==> config.mk <==
export PLATFORM = sky130hd
export DESIGN_NAME = level_ctrl
export DESIGN_NICKNAME = d
export VERILOG_FILES = /design/src/rtl/game_pkg.sv /design/src/rtl/level_ctrl_rise_det.sv /design/src/rtl/level_ctrl.sv
export SDC_FILE = /design/constraint.sdc
export NUM_CORES = 1
export LEC_CHECK = 0
export CAP_MARGIN = 20
export CORE_ASPECT_RATIO = 1.75
export CORE_MARGIN = 4
export CORE_UTILIZATION = 55
export DETAILED_ROUTE_END_ITERATION = 8
export PLACE_DENSITY = 0.83
export SLEW_MARGIN = 10
export SYNTH_ARGS = -nofsm -noshare
export SYNTH_HDL_FRONTEND = slang
export SYNTH_SLANG_ARGS = --single-unit
==> constraint.sdc <==
create_clock -name clock -period 3.2 [get_ports clock]
set_clock_uncertainty 0.15 [all_clocks]
set_input_delay 0.8 -clock clock [delete_from_list [all_inputs] [get_ports clock]]
set_output_delay 0.8 -clock clock [all_outputs]
set_load 0.02 [all_outputs]
==> src/rtl/game_pkg.sv <==
`default_nettype none
//------------------------------------------------------------------------------
// Package     : game_pkg
// Description : Shared game types and constants. Holds the progress FSM state
//               encoding, the default level/lives limits and the 4-bit level
//               code type used by the comparator, RNG and level controller.
// Revision    : 1.0 - initial release
//------------------------------------------------------------------------------
package game_pkg;

   // Level code shared with the comparator and RNG stages
   typedef logic [3:0] level_t;

   typedef enum logic [2:0] {
      IDLE   = 3'd0,
      PLAY   = 3'd1,
      UPDATE = 3'd2,
      OVER   = 3'd3,
      DONE   = 3'd4
   } state_t;

   localparam int     MAX_LEVEL_DEF  = 5;
   localparam int     LIVES_INIT_DEF = 3;
   localparam level_t LEVEL_FIRST    = 4'd1;

endpackage : game_pkg
`default_nettype wire

==> src/rtl/level_ctrl_rise_det.sv <==
`default_nettype none
//------------------------------------------------------------------------------
// Module      : rise_det
// Description : 1-bit rising-edge detector. Registers the input once and
//               flags the cycle where the input is high and was low.
// Ports       : clock - system clock, rising edge
//               rst   - asynchronous active-high reset
//               d     - input level
//               rise  - high while d=1 and the previous sample was 0
// Revision    : 1.0 - initial release
//------------------------------------------------------------------------------
module rise_det (
   input  logic clock,
   input  logic rst,
   input  logic d,
   output logic rise
);

   logic r_d;

   always_ff @(posedge clock or posedge rst) begin
      if (rst) begin
         r_d <= 1'b0;
      end else begin
         r_d <= d;
      end
   end

   assign rise = d & ~r_d;

endmodule : rise_det
`default_nettype wire

==> src/rtl/level_ctrl.sv <==
`default_nettype none
//------------------------------------------------------------------------------
// Module      : level_ctrl
// Description : Game-progress controller. Consumes comparator win/loose flags
//               (rising edges only), tracks level, lives and a saturating
//               score, and handshakes level changes back upstream.
// Ports       : clock         - system clock, rising edge
//               rst           - asynchronous active-high reset
//               auth_bit      - user authenticated, starts a session
//               logout        - abort session, return to idle
//               win           - comparator win flag (pulse)
//               loose         - comparator lose flag (may be held)
//               level_num     - current level, 1..MAX_LEVEL
//               levelupdated  - one-cycle pulse after level_num advanced
//               lives         - remaining lives
//               score         - accumulated, saturating score
//               game_over     - lives exhausted (held)
//               game_complete - last level won (held)
// Revision    : 1.0 - initial release
//------------------------------------------------------------------------------
module level_ctrl
   import game_pkg::*;
#(
   parameter int MAX_LEVEL  = MAX_LEVEL_DEF,
   parameter int LIVES_INIT = LIVES_INIT_DEF,
   parameter int LIVES_W    = 2,
   parameter int SCORE_W    = 8
) (
   input  logic               clock,
   input  logic               rst,
   input  logic               auth_bit,
   input  logic               logout,
   input  logic               win,
   input  logic               loose,
   output level_t             level_num,
   output logic               levelupdated,
   output logic [LIVES_W-1:0] lives,
   output logic [SCORE_W-1:0] score,
   output logic               game_over,
   output logic               game_complete
);

   localparam level_t             LVL_MAX  = level_t'(MAX_LEVEL);
   localparam logic [LIVES_W-1:0] LIVES_LD = LIVES_W'(LIVES_INIT);
   localparam logic [LIVES_W-1:0] LIVES_1  = LIVES_W'(1);
   localparam int                 SUM_W    = SCORE_W + 1;

   // Registered state and outputs
   state_t             r_state;
   level_t             r_level;
   logic               r_lvlupd;
   logic [LIVES_W-1:0] r_lives;
   logic [SCORE_W-1:0] r_score;
   logic               r_over;
   logic               r_done;

   // Next-state values
   state_t             w_state_nxt;
   level_t             w_level_nxt;
   logic               w_lvlupd_nxt;
   logic [LIVES_W-1:0] w_lives_nxt;
   logic [SCORE_W-1:0] w_score_nxt;
   logic               w_over_nxt;
   logic               w_done_nxt;

   logic               w_win_r;
   logic               w_loose_r;
   logic [SUM_W-1:0]   w_sum;
   logic [SCORE_W-1:0] w_score_sat;

   rise_det u_win_det (
      .clock (clock),
      .rst   (rst),
      .d     (win),
      .rise  (w_win_r)
   );

   rise_det u_loose_det (
      .clock (clock),
      .rst   (rst),
      .d     (loose),
      .rise  (w_loose_r)
   );

   // One extra bit catches the carry; a carry means the score clamps to all-ones
   assign w_sum       = {1'b0, r_score} + SUM_W'(r_level);
   assign w_score_sat = w_sum[SCORE_W] ? {SCORE_W{1'b1}} : w_sum[SCORE_W-1:0];

   always_ff @(posedge clock or posedge rst) begin
      if (rst) begin
         r_state  <= IDLE;
         r_level  <= LEVEL_FIRST;
         r_lvlupd <= 1'b0;
         r_lives  <= LIVES_LD;
         r_score  <= '0;
         r_over   <= 1'b0;
         r_done   <= 1'b0;
      end else begin
         r_state  <= w_state_nxt;
         r_level  <= w_level_nxt;
         r_lvlupd <= w_lvlupd_nxt;
         r_lives  <= w_lives_nxt;
         r_score  <= w_score_nxt;
         r_over   <= w_over_nxt;
         r_done   <= w_done_nxt;
      end
   end

   always_comb begin
      // Hold everything by default; levelupdated is a strobe and defaults low
      w_state_nxt  = r_state;
      w_level_nxt  = r_level;
      w_lvlupd_nxt = 1'b0;
      w_lives_nxt  = r_lives;
      w_score_nxt  = r_score;
      w_over_nxt   = r_over;
      w_done_nxt   = r_done;

      unique case (r_state)
         IDLE: begin
            w_level_nxt = LEVEL_FIRST;
            w_lives_nxt = LIVES_LD;
            w_score_nxt = '0;
            w_over_nxt  = 1'b0;
            w_done_nxt  = 1'b0;
            if (auth_bit) begin
               w_state_nxt = PLAY;
            end
         end

         PLAY: begin
            if (logout) begin
               w_state_nxt = IDLE;
            end else if (w_loose_r) begin
               // A loss takes precedence over a simultaneous win
               if (r_lives > LIVES_1) begin
                  w_lives_nxt = r_lives - LIVES_1;
               end else begin
                  w_lives_nxt = '0;
                  w_over_nxt  = 1'b1;
                  w_state_nxt = OVER;
               end
            end else if (w_win_r) begin
               w_score_nxt = w_score_sat;
               if (r_level < LVL_MAX) begin
                  w_level_nxt = r_level + 4'd1;
                  w_state_nxt = UPDATE;
               end else begin
                  w_done_nxt  = 1'b1;
                  w_state_nxt = DONE;
               end
            end
         end

         UPDATE: begin
            // The pulse lands one cycle after level_num so upstream stages
            // see the new level by the time they react to levelupdated
            if (logout) begin
               w_state_nxt = IDLE;
            end else begin
               w_lvlupd_nxt = 1'b1;
               w_state_nxt  = PLAY;
            end
         end

         OVER, DONE: begin
            if (logout) begin
               w_state_nxt = IDLE;
            end
         end

         default: begin
            w_state_nxt = IDLE;
         end
      endcase
   end

   assign level_num     = r_level;
   assign levelupdated  = r_lvlupd;
   assign lives         = r_lives;
   assign score         = r_score;
   assign game_over     = r_over;
   assign game_complete = r_done;

endmodule : level_ctrl
`default_nettype wire

==> results.py <==
metrics = {
    "grt": {
        "antenna_found_initial": 0,
        "grt.total_usage_pct": 20.41,
        "gr-total-overflow": 0,
        "global_route_wire_length_before_repair_um": 4995,
        "number_of_global_route_vias_before_repair": 1136,
        "grt_max_degree": 23,
    },
    "power_and_ir_drop": {
        "pwr-share-comb_pct": 36.9,
        "vdd_ir_drop_max_v": 0.0004647,
        "power.share.switching_pct": 35.14,
        "p_total_uw": 1041,
        "power.leakage_uw": 0.0006830,
        "p_int_uw": 675.0,
        "share_of_total_power_in_the_clock_network_pct": 24.9,
        "p_switching_uw": 365.7,
        "sequential_cell_fraction_of_total_power_pct": 38.2,
        "pwr_per_cell_area_mw_per_mm2": 665.4,
    },
    "placed_design": {
        "place.port_buffers": 22,
        "dp_cells": 171,
        "dp.final_hpwl_um": 2163,
        "gp_congestion": 0.8566,
    },
    "critical_path": {
        "critPathRequiredTime_ps": 3190,
        "critPathKind": "input pin to flip-flop",
        "critPathArrivalTime_ps": 2520,
        "worstPathMaxFanout": 9,
        "critical_path.startpoint_type": "input pin",
        "timing.critical_path.to_type": "flip-flop",
    },
    "synthesis": {
        "postSynthCellCount": 129,
        "synth-adder-area-share_pct": 7.259,
        "syn-mean-instance-area_um2": 10.16,
        "ys.warnings.count": 0,
        "yosysSeqAreaShare_pct": 42.31,
        "netlist_area_mm2": 0.001310,
        "ys_types": 42,
        "synth_xor_xnor_area_share_pct": 1.337,
        "synth_top_family_by_area": "compound AO/OA/AOI/OAI gates",
        "syn_nets": 142,
        "synth_top_flop_cell": "dfrtp_1",
        "muxShareOfSynthArea_pct": 0.7641,
        "synth-compound-area-share_pct": 22.16,
        "yosys.area_share.simple_pct": 18.34,
        "synth-edff-count": 0,
        "synth_async_sr_flop_share_pct": 100.0,
        "synth-seq-cells": 22,
    },
    "clocking": {
        "clk_pin_slew_worst_paths_ps": 80,
        "cts_tree": "yes",
        "numCtsBuffers": 3,
        "cts_hold_buffers": 0,
        "clkSinkCount": 22,
        "cts-resized-gates": 0,
        "clock_h_tree_levels": 1,
        "ctsRootBufferMaster": "clkbuf_8",
        "clk-insertion-delay-late_ps": 260,
        "cts_max_path_buffers": 2,
        "cts_setup_buffers": 0,
    },
    "timing": {
        "final_critical_path_time_including_i_o_delays_and_setup_ps": 2528,
        "setup_viol": 0,
        "finalMaxSlewViolations": 0,
        "max_slew_margin_pct": 45.16,
        "fin_tns_setup_ps": 0,
        "slew_of_the_pin_with_the_lowest_slew_margin_ps": 821.7,
        "min_period_over_period_pct": 79.00,
        "setup_repair_after_global_routing_missed_its_margin": "no",
        "finalHoldViolCount": 0,
        "max_freq_mhz": 395.6,
    },
    "detailed_routing": {
        "drt_iter0_markers": 30,
        "drc": 0,
        "postRouteAntennaNets": 0,
        "detail_route.wirelength_um": 2876,
        "drt_first_pass_iters": 4,
        "total_vias_in_the_final_route": 1101,
        "avgRoutedWirePerCell_um": 16.43,
        "vias_per_cell": 6.291,
    },
    "cells_and_area": {
        "insertedDiodeCount": 0,
        "post_route_cells_drive_above_1_share_pct": 9.333,
        "utilization_pct": 68.79,
        "final_cell_count_no_fill": 175,
        "synthToLayoutAreaGrowth_pct": 19.39,
        "layout.nets": 164,
    },
    "flow_run": {
        "drv_cap": 0,
    },
    "floorplan": {
        "die_height_um": 72.56,
        "pin_count": 23,
        "number_of_standard_cell_rows_in_the_floorplan": 23,
        "initial_utilization_pct": 57.62,
        "core_area_mm2": 0.002273,
        "chipWidth_um": 44.89,
        "fp.dieArea_mm2": 0.003257,
    },
    "min_path": {
        "timing.hold.worst.class": "flip-flop to flip-flop",
    },
    "run_status": {
        "status": "finished, final reports clean",
    },
}
per-layer routing:
layer / vias up / global-route usage [%] / share of wire, %
met5: - / 0 / 0
met4: 0 / 9.446 / 2.9
met3: 9 / 3.226 / 5.0
met2: 40 / 36.32 / 55
met1: 534 / 22.76 / 37
li1: 518 / - / -
stage by stage:
step | hold WS [ps] | area (um2) | setup WS, ps
finish | 360.7 | 1564 | 672.1
global route | 383.0 | 1564 | 569.6
CTS | 358.0 | 1564 | 678.2
detailed placement | 339.8 | 1493 | 413.4
global placement | 323.1 | 1493 | 506.2
floorplan | 369.2 | 1310 | 1167
power by group through the flow:
| stage | logic [uW] | clock network, uW | registers (uW) |
|---|---|---|---|
| finish | 384 | 259 | 398 |
| global route | 426 | 270 | 410 |
| CTS | 389 | 264 | 398 |
| detailed placement | 387 | 0 | 404 |
| global placement | 373 | 0 | 400 |
| floorplan | 283 | 0 | 412 |
final timing paths:
| path | slack, ps | to | startpoint | depth (start not counted) |
|---|---|---|---|---|
| worst max-delay path | 670 | level_num[2] | logout | 6 |
| worst min-delay path | 360 | game_over | game_over | 2 |
| worst max register to register | 1170 | score[0] | level_num[0] | 6 |
| worst min register to register | 360 | game_over | game_over | 2 |
| max in group asynchronous | 1540 | levelupdated | rst | 2 |
| min in group asynchronous | 850 | score[5] | rst | 2 |
cells in the mapped netlist, drive strengths merged (2+ instances only):
cell,count,area [um2]
nor2,9,33.78
nor2b,3,18.77
a41oi,2,17.52
xnor2,2,17.52
a31oi,2,12.51
ha,6,75.07
buf,6,76.32
dfrtp,19,475.5
nor4b,3,32.53
o21ai,6,33.78
nor3,3,15.01
dfstp,3,78.83
a21oi,16,80.08
o21a,2,15.01
nand3,4,32.53
a211o,2,17.52
a211oi,4,30.03
and3,3,18.77
nand2,10,37.54
inv,7,26.28
cell type report:
class                   instances  area (um2)
clock buffers                   3       41.29
clock inverters                 1       30.03
fillers                       180       709.4
inverters                       7       26.28
multi-input cells              94       653.1
flip-flops and latches         22       554.3
well taps                      25       31.28
repair buffers                 23       227.7
sequential cells by signal, summed over array words and instances, names as in the netlist:
signal           count
u_loose_det.r_d      1
levelupdated         1
level_num            4
game_complete        1
lives                2
r_state              3
score                8
game_over            1
u_win_det.r_d        1
cell usage in the layout, fill, tap and decap left out, drive strengths merged, types with 2 or more instances in the layout:
master | Yosys | routed
dfstp | 3 | 3
nor4b | 3 | 3
clkdlybuf4s50 | 0 | 22
nor2b | 3 | 3
xnor2 | 2 | 2
ha | 6 | 6
a211oi | 4 | 4
a211o | 2 | 2
and3 | 3 | 3
dfrtp | 19 | 19
clkbuf | 0 | 3
nand2 | 10 | 10
o21ai | 6 | 6
a41oi | 2 | 2
o21a | 2 | 2
nand3 | 4 | 4
a31oi | 2 | 2
nor3 | 3 | 3
inv | 7 | 7
nor2 | 9 | 9
a21oi | 16 | 16
cells by family after synthesis:
kind of cell | Yosys count
mux | 1
xor+xnor | 2
fa+ha+maj | 7
buf+inv | 13
simple gates | 42
flops | 22
compound gates | 42
critical path, stage by stage:
cell and delay [ps]:
clkdlybuf4s50_1 510, nor4b_2 380, and3_1 390, buf_4 230, nand3_4 80, mux2i_1 130
Note: power is estimated with default switching activity, not from simulation.
